==> src/rtl/vga_fb_pkg.sv <==
// Shared types and defaults for the VGA frame-buffer SDRAM arbiter.
package vga_fb_pkg;

    typedef enum logic [1:0] {
        IDLE = 2'd0,
        ARB  = 2'd1,
        CMD  = 2'd2,
        WAIT = 2'd3
    } arbState_t;

    typedef enum logic {
        PATH_RD = 1'b0,
        PATH_WR = 1'b1
    } path_t;

    localparam int DEF_BURST_LEN  = 64;
    localparam int DEF_FIFO_DEPTH = 512;
    localparam int DEF_RD_URGENT  = 384;

endpackage

==> src/rtl/vga_fb_addr_gen.sv <==
// Per-path frame offset counter: burst length clamp, wrap at frame size,
// and deferred frame-start clear while the path owns the memory port.
module vga_fb_addr_gen
    import vga_fb_pkg::*;
#(
    parameter int ADDR_W    = 24,
    parameter int BURST_LEN = DEF_BURST_LEN
) (
    input  logic              iCLK,
    input  logic              iRST,
    input  logic [ADDR_W-1:0] iFrameSize,
    input  logic              iFrameStart,
    input  logic              iActive,
    input  logic              iDone,
    output logic [ADDR_W-1:0] oOffset,
    output logic [7:0]        oLen,
    output logic              oWrap
);

    logic [ADDR_W-1:0] offset;
    logic [ADDR_W-1:0] remain;
    logic [ADDR_W-1:0] nextOff;
    logic              pending;
    logic              reachEnd;

    // An offset beyond a freshly shrunk frame yields len 0 (never eligible)
    // until the next frame start clears it.
    always_comb begin
        remain   = (offset < iFrameSize) ? iFrameSize - offset : '0;
        oLen     = (remain >= ADDR_W'(BURST_LEN)) ? 8'(BURST_LEN) : remain[7:0];
        nextOff  = offset + ADDR_W'(oLen);
        reachEnd = (nextOff >= iFrameSize);
        oWrap    = iDone && !(pending || iFrameStart) && reachEnd;
    end

    always_ff @(posedge iCLK) begin
        if (iRST) begin
            offset  <= '0;
            pending <= 1'b0;
        end else if (iDone) begin
            pending <= 1'b0;
            offset  <= (pending || iFrameStart || reachEnd) ? '0 : nextOff;
        end else if (iFrameStart) begin
            if (iActive) begin
                pending <= 1'b1;
            end else begin
                offset <= '0;
            end
        end
    end

    assign oOffset = offset;

endmodule

==> src/rtl/vga_fb_arbiter.sv <==
// Camera-write / VGA-read SDRAM burst arbiter with frame-relative addressing.
// Optional ping-pong frame buffers: define VGA_FB_DOUBLE_BUFFER_EN.
module vga_fb_arbiter
    import vga_fb_pkg::*;
#(
    parameter int ADDR_W     = 24,
    parameter int LVL_W      = 10,
    parameter int BURST_LEN  = DEF_BURST_LEN,
    parameter int FIFO_DEPTH = DEF_FIFO_DEPTH,
    parameter int RD_URGENT  = DEF_RD_URGENT,
    parameter int WR_BASE    = 0,
    parameter int RD_BASE    = 0
) (
    input  logic              iCLK,
    input  logic              iRST,
    input  logic [15:0]       iVideo_W,
    input  logic [15:0]       iVideo_H,
    input  logic [LVL_W-1:0]  iWr_Level,
    input  logic              iWr_Frame_Start,
    input  logic [LVL_W-1:0]  iRd_Free,
    input  logic              iRd_Frame_Start,
    output logic              oMem_Cmd_Valid,
    input  logic              iMem_Cmd_Ready,
    output logic              oMem_Cmd_Write,
    output logic [ADDR_W-1:0] oMem_Addr,
    output logic [7:0]        oMem_Len,
    input  logic              iMem_Done,
    output logic              oBusy,
    output logic              oWr_Overrun
);

    arbState_t         state, stateNext;
    path_t             grant, grantNext, rrNext;
    logic [ADDR_W-1:0] frameSize;
    logic [ADDR_W-1:0] rdOff, wrOff, rdBase, wrBase;
    logic [7:0]        rdLen, wrLen;
    logic              rdElig, wrElig, rdUrgent, portOwned;
`ifdef VGA_FB_DOUBLE_BUFFER_EN
    logic              wrWrap;
`endif

    assign portOwned = (state == CMD) || (state == WAIT);
    assign rdElig    = (rdLen != 8'd0) && (32'(iRd_Free) >= 32'(rdLen));
    assign wrElig    = (wrLen != 8'd0) && (32'(iWr_Level) >= 32'(wrLen));
    assign rdUrgent  = rdElig && (32'(iRd_Free) > 32'(RD_URGENT));

    vga_fb_addr_gen #(.ADDR_W(ADDR_W), .BURST_LEN(BURST_LEN)) uRdAddr (
        .iCLK        (iCLK),
        .iRST        (iRST),
        .iFrameSize  (frameSize),
        .iFrameStart (iRd_Frame_Start),
        .iActive     (portOwned && (grant == PATH_RD)),
        .iDone       ((state == WAIT) && iMem_Done && (grant == PATH_RD)),
        .oOffset     (rdOff),
        .oLen        (rdLen),
        .oWrap       ()
    );

    vga_fb_addr_gen #(.ADDR_W(ADDR_W), .BURST_LEN(BURST_LEN)) uWrAddr (
        .iCLK        (iCLK),
        .iRST        (iRST),
        .iFrameSize  (frameSize),
        .iFrameStart (iWr_Frame_Start),
        .iActive     (portOwned && (grant == PATH_WR)),
        .iDone       ((state == WAIT) && iMem_Done && (grant == PATH_WR)),
        .oOffset     (wrOff),
        .oLen        (wrLen),
`ifdef VGA_FB_DOUBLE_BUFFER_EN
        .oWrap       (wrWrap)
`else
        .oWrap       ()
`endif
    );

`ifdef VGA_FB_DOUBLE_BUFFER_EN
    logic wrBank, doneBank, rdBank, wrFrameDone;

    // Bank flips only once a full write frame has landed, so the reader
    // always latches a complete frame at its own frame start.
    always_ff @(posedge iCLK) begin
        if (iRST) begin
            wrBank      <= 1'b0;
            doneBank    <= 1'b0;
            rdBank      <= 1'b0;
            wrFrameDone <= 1'b0;
        end else begin
            if (wrWrap) begin
                wrFrameDone <= 1'b1;
                doneBank    <= wrBank;
            end
            if (iWr_Frame_Start && (wrFrameDone || wrWrap)) begin
                wrBank      <= ~wrBank;
                wrFrameDone <= 1'b0;
            end
            if (iRd_Frame_Start) begin
                rdBank <= wrWrap ? wrBank : doneBank;
            end
        end
    end

    assign wrBase = ADDR_W'(WR_BASE) + (wrBank ? frameSize : '0);
    assign rdBase = ADDR_W'(WR_BASE) + (rdBank ? frameSize : '0);
`else
    assign wrBase = ADDR_W'(WR_BASE);
    assign rdBase = ADDR_W'(RD_BASE);
`endif

    always_ff @(posedge iCLK) begin
        if (iRST) begin
            state <= IDLE;
        end else begin
            state <= stateNext;
        end
    end

    always_comb begin
        stateNext = state;
        grantNext = grant;
        case (state)
            IDLE: if (rdElig || wrElig) stateNext = ARB;
            ARB: begin
                stateNext = CMD;
                if (rdUrgent) begin
                    grantNext = PATH_RD;
                end else if (rdElig && wrElig) begin
                    grantNext = rrNext;
                end else if (rdElig) begin
                    grantNext = PATH_RD;
                end else if (wrElig) begin
                    grantNext = PATH_WR;
                end else begin
                    stateNext = IDLE;
                end
            end
            CMD:  if (iMem_Cmd_Ready) stateNext = WAIT;
            WAIT: if (iMem_Done) stateNext = IDLE;
            default: stateNext = IDLE;
        endcase
    end

    always_ff @(posedge iCLK) begin
        if (iRST) begin
            grant          <= PATH_RD;
            rrNext         <= PATH_RD;
            oMem_Cmd_Write <= 1'b0;
            oMem_Addr      <= '0;
            oMem_Len       <= '0;
            frameSize      <= ADDR_W'(32'(iVideo_W) * 32'(iVideo_H));
            oWr_Overrun    <= 1'b0;
        end else begin
            grant <= grantNext;
            if ((state == ARB) && (stateNext == CMD)) begin
                oMem_Cmd_Write <= (grantNext == PATH_WR);
                oMem_Addr      <= (grantNext == PATH_WR) ? wrBase + wrOff : rdBase + rdOff;
                oMem_Len       <= (grantNext == PATH_WR) ? wrLen : rdLen;
            end
            if ((state == WAIT) && iMem_Done) begin
                rrNext <= (grant == PATH_RD) ? PATH_WR : PATH_RD;
            end
            if (iWr_Frame_Start || iRd_Frame_Start) begin
                frameSize <= ADDR_W'(32'(iVideo_W) * 32'(iVideo_H));
            end
            if (32'(iWr_Level) == 32'(FIFO_DEPTH)) begin
                oWr_Overrun <= 1'b1;
            end
        end
    end

    assign oMem_Cmd_Valid = (state == CMD);
    assign oBusy          = portOwned;

endmodule

==> config.mk <==
export PLATFORM = sky130hd
export DESIGN_NAME = vga_fb_arbiter
export DESIGN_NICKNAME = d
export VERILOG_FILES = /design/src/rtl/vga_fb_pkg.sv /design/src/rtl/vga_fb_addr_gen.sv /design/src/rtl/vga_fb_arbiter.sv
export SDC_FILE = /design/constraint.sdc
export NUM_CORES = 1
export LEC_CHECK = 0
export BUFFER_PORTS_ARGS = -buffer_cell sky130_fd_sc_hd__buf_2
export CORE_MARGIN = 4
export CORE_UTILIZATION = 55
export DETAILED_ROUTE_END_ITERATION = 8
export PLACE_DENSITY = 0.75
export SLEW_MARGIN = 20
export SYNTH_ARGS = -nofsm -noshare
export SYNTH_HDL_FRONTEND = slang
export SYNTH_SLANG_ARGS = --single-unit
==> constraint.sdc <==
create_clock -name iCLK -period 10.21 [get_ports iCLK]
set_clock_uncertainty 0.05 [all_clocks]
set_input_delay 0.5105 -clock iCLK [delete_from_list [all_inputs] [get_ports iCLK]]
set_output_delay 0.5105 -clock iCLK [all_outputs]
set_load 0.005 [all_outputs]
==> results.yml, run 1 <==
status:
  status: "finished, final reports clean"
floorplanning:
  core_area_um2: 30500
  floorplan.io_pins: 94
  fp.dieArea_um2: 33800
  row_count: 64
  die_width_um: 184
  die_height_um: 184
  floorplan.initialDensity_pct: 55.7
final_layout:
  nets: 2511
  instances_no_fill: 2485
  fill_cells: 2792
  layout-drive-gt1-share_pct: 7.28
  area_growth_pct: 5.93
  number_of_antenna_diodes: 0
  post-route-util_pct: 59.0
grt:
  globalRouteTotalUtil_pct: 29.0
  wire_length_of_the_first_global_routing_pass_um: 78800
  first_global_vias: 15100
  globalRouteOverflowTotal: 0
  antenna_found_initial: 0
  grt_max_degree: 66
drt:
  drc_errors: 0
  detail_route.first_pass.iterations: 6
  postRouteAntennaNets: 0
  avgViaCountPerCell: 5.99
  routed_wirelength_um: 48800
  wire_per_inst_um: 19.7
  initialDrtViolationCount: 1298
  routed-via-count: 14900
pwr:
  p_leak_nw: 8.17
  irDropWorstVdd_uv: 226
  power_density_normalized_to_cell_area_nw_per_um2: 293
setup_path:
  worst_setup_path_end_kind: "register"
  timing.critical_path.buf_inv: 3
  setup.worst_path.class: "reg -> reg"
  slowest_stage: "sky130_fd_sc_hd__nor3_1"
  worst-endpoint-arrival_ns: 9.01
  worst_path_largest_cell_delay_ns: 0.89
  setup.worst_path.start_class: "register"
  critical_path.top_delay_family: "simple AND/OR/NAND/NOR gates"
  critPathRequiredTime_ns: 10.45
  crit_fanout: 19
synthesis:
  ys_seq_elements: 112
  synth_edf_count: 24
  top_area_cells_in_the_synthesized_netlist: "sky130_fd_sc_hd__fa_1, sky130_fd_sc_hd__ha_1, sky130_fd_sc_hd__dfxtp_1, sky130_fd_sc_hd__inv_1, sky130_fd_sc_hd__nand2_1"
  yosys.cell_count.top_type: "sky130_fd_sc_hd__inv_1"
  yosys.area.top_type: "sky130_fd_sc_hd__fa_1"
  ys_seq_area_share_pct: 14.6
  synthDistinctLibCells: 86
  netlist_instances: 2054
  synth_flop_cell: "sky130_fd_sc_hd__dfxtp_1"
  share_of_the_synthesized_area_in_the_top_cell_type_pct: 20.3
  synth_warnings: 0
  synth_area_per_cell_um2: 8.28
  synthesis.area_um2: 17000
  synth-async-reset-ratio_pct: 0
  synth_commonest_cells: "sky130_fd_sc_hd__inv_1, sky130_fd_sc_hd__nand2_1, sky130_fd_sc_hd__ha_1"
cts:
  ctsResizeCount: 0
  cts_made_buffers: 9
  number_of_setup_buffers_added_after_cts: 0
  cts.reportedPaths.clkPinSlew_ns: 0.09
  htree_levels: 3
  cts_tree: "done"
  tritoncts_num_sinks: 112
  cts.path.max_buffers: 2
  clk-insertion-delay-late_ns: 0.37
  cts_root_buf: "sky130_fd_sc_hd__clkbuf_16"
  holdBufCountCts: 0
timing:
  setup_tns_ns: 0
  setup_violations: 0
  worst_slew_margin_pct: 25.4
  maxSlewViolCount: 0
  timing_hold_violations_final: 0
  worst-slew-pin-transition_ns: 1.11
  fmax_mhz: 114
  unrepaired_setup_endpoints_after_global_routing: "no"
  post-route-period-util_pct: 85.9
  timing.final.crit_period_ns: 8.77
placed_design:
  io_buffer_count: 93
  post-dp-hpwl_um: 39500
  dp_cells: 2469
  place.gp.congestion: 1.00
run:
  max_cap_violations: 0
hold_path:
  timing.hold.worst.class: "reg -> reg"
-- final timing paths --
path | slack [ns] | startpoint | cells after the start | to
setup reg to reg | 1.44 | frameSize[0] | 34 | uWrAddr.oOffset[10]
setup / recovery | 1.44 | frameSize[0] | 34 | uWrAddr.oOffset[10]
hold reg to reg | 0.41 | oMem_Addr[13] | 1 | oMem_Addr[13]
hold / removal | 0.41 | oMem_Addr[13] | 1 | oMem_Addr[13]
-- metal layers --
metal  track usage (%)  part of all wire [%]  up-vias
li1                  -                     -     6941
met1              37.4                    41     7207
met2              50.3                    48      615
met3              3.03                   6.4      111
met4              11.4                   4.2        0
met5                 0                     0        -
-- final cells by class --
class / count / area [um^2] / share of cell area (%)
Multi-Input combinational cell: 1545 / 13000 / 72.3
Inverter: 316 / 1190 / 6.59
Timing Repair Buffer: 100 / 518 / 2.88
Sequential cell: 112 / 2480 / 13.8
Clock inverter: 7 / 85.1 / 0.473
Clock buffer: 9 / 225 / 1.25
Tap cell: 396 / 495 / 2.75
-- placed cells by master (no fill, tap or decap), types with 6 or more instances in the layout --
| master | Yosys | final |
|---|---|---|
| sky130_fd_sc_hd__nand2_1 | 225 | 225 |
| sky130_fd_sc_hd__nor4_1 | 12 | 11 |
| sky130_fd_sc_hd__xor2_1 | 14 | 14 |
| sky130_fd_sc_hd__or3_1 | 18 | 18 |
| sky130_fd_sc_hd__dfxtp_1 | 88 | 88 |
| sky130_fd_sc_hd__nor3_1 | 27 | 27 |
| sky130_fd_sc_hd__ha_1 | 197 | 197 |
| sky130_fd_sc_hd__nor3b_1 | 9 | 9 |
| sky130_fd_sc_hd__a31oi_1 | 10 | 10 |
| sky130_fd_sc_hd__nor2_1 | 131 | 131 |
| sky130_fd_sc_hd__o211ai_1 | 8 | 8 |
| sky130_fd_sc_hd__o2bb2ai_1 | 26 | 26 |
| sky130_fd_sc_hd__a22oi_1 | 35 | 35 |
| sky130_fd_sc_hd__nor2b_1 | 26 | 26 |
| sky130_fd_sc_hd__o22ai_1 | 6 | 6 |
| sky130_fd_sc_hd__edfxtp_1 | 24 | 24 |
| sky130_fd_sc_hd__o21bai_1 | 12 | 12 |
| sky130_fd_sc_hd__nand3_1 | 43 | 43 |
| sky130_fd_sc_hd__and2_1 | 88 | 88 |
| sky130_fd_sc_hd__o21ai_0 | 48 | 48 |
| sky130_fd_sc_hd__buf_4 | 3 | 7 |
| sky130_fd_sc_hd__inv_1 | 313 | 313 |
| sky130_fd_sc_hd__fa_1 | 172 | 172 |
| sky130_fd_sc_hd__o21a_1 | 9 | 9 |
| sky130_fd_sc_hd__nand4_1 | 19 | 19 |
| sky130_fd_sc_hd__xnor2_1 | 78 | 78 |
| sky130_fd_sc_hd__mux2i_1 | 37 | 37 |
| sky130_fd_sc_hd__a21o_1 | 44 | 44 |
| sky130_fd_sc_hd__nand2b_1 | 19 | 19 |
| sky130_fd_sc_hd__and3_1 | 9 | 9 |
| sky130_fd_sc_hd__a21oi_1 | 103 | 102 |
| sky130_fd_sc_hd__a211oi_1 | 20 | 20 |
| sky130_fd_sc_hd__buf_2 | 12 | 93 |
| sky130_fd_sc_hd__clkbuf_16 | 0 | 9 |
-- registers in the layout, summed over array words and instances (netlist names) --
signal and flops:
oMem_Addr 24, oMem_Len 8, rrNext 1, frameSize 24, uWrAddr.pending 1, grant 1, oWr_Overrun 1, oMem_Cmd_Write 1
uRdAddr.oOffset 24, state 2, uRdAddr.pending 1, uWrAddr.oOffset 24
-- cell families after synthesis --
family          Yosys count  share of synthesized area, %
other cells               2                        0.0442
xor+xnor                 92                          4.74
buf+inv                 399                          9.06
flops                   112                          14.6
mux                      42                          2.51
compound gates          387                          15.7
fa+ha+maj               369                          34.8
simple gates            651                          18.6
-- metrics by stage --
stage / hold WS [ns] / setup slack [ns] / power, W / area [um^2]
floorplan: 0.405 / 2.90 / 0.00389 / 17000
global placement: 0.390 / 1.20 / 0.00475 / 17700
detailed placement: 0.391 / 1.54 / 0.00486 / 17700
CTS: 0.417 / 1.49 / 0.00526 / 18000
global route: 0.430 / 0.885 / 0.00583 / 18000
finish: 0.413 / 1.44 / 0.00528 / 18000
-- power breakdown --
group | internal, W | leakage (nW) | switching (W) | total, W
sequential | 0.000675 | 0.961 | 0.000110 | 0.000785
combinational | 0.00171 | 7.07 | 0.00242 | 0.00413
clock | 0.000175 | 0.146 | 0.000194 | 0.000369
-- worst reg2reg max path: cells and delay by family (launching register included) --
kind                       cells  cell delay [ns]
adders and majority gates      5             1.42
xor gates and xnor gates       1             0.28
DFF                            1             0.38
AOI/OAI and AO/OA             14             2.76
and+or+nand+nor               11             3.29
buffers and inverters          3             0.50
Note: power is estimated with default switching activity, not from simulation.
==> run 2, diff against run 1 <==
==> constraint.sdc (replaced) <==
create_clock -name iCLK -period 9 [get_ports iCLK]
set_clock_uncertainty 0.05 [all_clocks]
set_input_delay 0.45 -clock iCLK [delete_from_list [all_inputs] [get_ports iCLK]]
set_output_delay 0.45 -clock iCLK [all_outputs]
set_load 0.005 [all_outputs]
==> results.yml, run 2 (same netlist as run 1, synthesis figures left out) <==
status:
  status: "finished, final reports clean"
floorplanning:
  row_count: 64
  core_area_um2: 30500
  die_width_um: 184
  floorplan.io_pins: 94
  die_height_um: 184
  floorplan.initialDensity_pct: 55.7
  fp.dieArea_um2: 33800
setup_path:
  worst-endpoint-arrival_ns: 8.78
  timing.rr.end: "uRdAddr.oOffset[10]"
  worstReg2RegStart: "frameSize[0]"
  critical_path.top_delay_family: "compound AO/OA/AOI/OAI gates"
  setup.worst_path.start_class: "register"
  crit_fanout: 23
  worst_path_largest_cell_delay_ns: 0.44
  setup.worst_path.class: "reg -> reg"
  r2r_setup_slack_ns: 0.46
  timing.critical_path.buf_inv: 2
  slowest_stage: "sky130_fd_sc_hd__fa_1"
  worst_setup_path_end_kind: "register"
  critPathRequiredTime_ns: 9.25
  reg2reg_depth: 34
final_layout:
  instances_no_fill: 2494
  most-common-layout-cells: "sky130_fd_sc_hd__inv_1, sky130_fd_sc_hd__nand2_1, sky130_fd_sc_hd__ha_1"
  sequential_cell_area_um2: 2480
  layout-drive-gt1-share_pct: 7.72
  multiInputGateArea_um2: 13000
  number_of_antenna_diodes: 0
  fill_cells: 2701
  layout_commonest_cell: "sky130_fd_sc_hd__inv_1"
  post-route-util_pct: 59.3
  area_growth_pct: 6.37
  nets: 2520
timing:
  worst_hold_slack_ns: 0.371
  timing.final.crit_period_ns: 8.54
  timing_hold_violations_final: 0
  worst-slew-pin-transition_ns: 1.10
  maxSlewViolCount: 0
  unrepaired_setup_endpoints_after_global_routing: "no"
  worst_slew_margin_pct: 25.7
  setup_tns_ns: 0
  post-route-period-util_pct: 94.8
  fmax_mhz: 117
  setup_violations: 0
cts:
  cts_tree: "done"
  htree_levels: 3
  cts.path.max_buffers: 2
  cts.reportedPaths.clkPinSlew_ns: 0.08
  cts_root_buf: "sky130_fd_sc_hd__clkbuf_16"
  clk-insertion-delay-late_ns: 0.37
  tritoncts_num_sinks: 112
  cts_made_buffers: 9
drt:
  avgViaCountPerCell: 6.02
  routed_wirelength_um: 48900
  postRouteAntennaNets: 0
  wire_per_inst_um: 19.6
  maxUsedRoutingLayer: "met4"
  initialDrtViolationCount: 1139
  met3_wire_length_um: 3860
  routed-via-count: 15000
  drc_errors: 0
  detailroute.wirelength.met2_um: 23800
  detail_route.first_pass.iterations: 8
  m1WireLength_um: 18500
grt:
  grt_max_degree: 66
  globalRouteTotalUtil_pct: 29.0
  antenna_found_initial: 0
  wire_length_of_the_first_global_routing_pass_um: 78300
  first_global_vias: 15400
  globalRouteOverflowTotal: 0
pwr:
  power_switching_w: 0.00312
  cell_internal_power_dissipation_w: 0.00292
  seq_power_share_pct: 14.6
  swShare_pct: 51.7
  power_density_normalized_to_cell_area_nw_per_um2: 334
  p_total_w: 0.00604
  irDropWorstVdd_uv: 288
  power.share.clock_pct: 6.8
  p_leak_nw: 8.22
  pwr-share-comb_pct: 78.6
placed_design:
  io_buffer_count: 93
  place.gp.congestion: 1.03
  post-dp-hpwl_um: 39500
  dp_cells: 2477
hold_path:
  timing.hold.worst.class: "in -> reg"
  min_path_cells: 3
  worst_hold_startpoint: "iMem_Cmd_Ready"
  hold-path-endpoint: "state[0]"
run:
  max_cap_violations: 0
## run 2: power groups by stage
stage	sequential [W]	clock, W	combinational (W)
2_1_floorplan	0.000820	0	0.00359
3_3_place_gp	0.000883	0	0.00459
3_5_place_dp	0.000887	0	0.00471
4_1_cts	0.000876	0.000416	0.00474
5_1_grt	0.000884	0.000432	0.00535
6_report	0.000882	0.000412	0.00474
## run 2: metal layers
metal,track usage [%],up-vias
li1,-,6935
met1,34.3,7216
met4,15.1,0
met5,0,-
met3,4.33,183
met2,51.1,687
## run 2: through the flow
stage | setup WS, ns | instance area, um^2
floorplan | 1.69 | 17000
global placement | 0.280 | 17700
detailed placement | 0.174 | 17800
CTS | 0.150 | 18100
global route | 0.0575 | 18100
finish | 0.464 | 18100
## run 2: layout make-up
class	instances	area share, %
Multi-Input combinational cell	1545	72.0
Sequential cell	112	13.7
Inverter	316	6.56
Timing Repair Buffer	109	3.31
Tap cell	396	2.74
Clock buffer	9	1.25
Clock inverter	7	0.394
## run 2: what timing repair did
| item | 4_1_cts | 5_1_grt |
|---|---|---|
| hold buffers | 0 | 0 |
| endpoints found under the setup margin | 0 | 24 |
| buffers inserted | 0 | 1 |
| resized for setup | 0 | 3 |
## run 2: worst register-to-register path: cells and delay by family, from the launching register on
kind	cells	cell delay, ns
buffers and inverters	2	0.32
flip-flops	1	0.41
adder cells (fa/ha/maj)	5	1.39
AO/OA/AOI/OAI	14	3.07
XOR/XNOR	1	0.24
AND/OR/NAND/NOR	12	2.97
## run 2: how the worst max path moves through the flow
stage | depth (start not counted) | startpoint | to
floorplan | 35 | frameSize[0] | uWrAddr.oOffset[17]
global placement | 34 | frameSize[0] | uRdAddr.oOffset[10]
detailed placement | 34 | frameSize[0] | uRdAddr.oOffset[10]
CTS | 34 | frameSize[0] | uRdAddr.oOffset[10]
global route | 34 | uWrAddr.oOffset[11] | uWrAddr.oOffset[13]
finish | 34 | frameSize[0] | uRdAddr.oOffset[10]
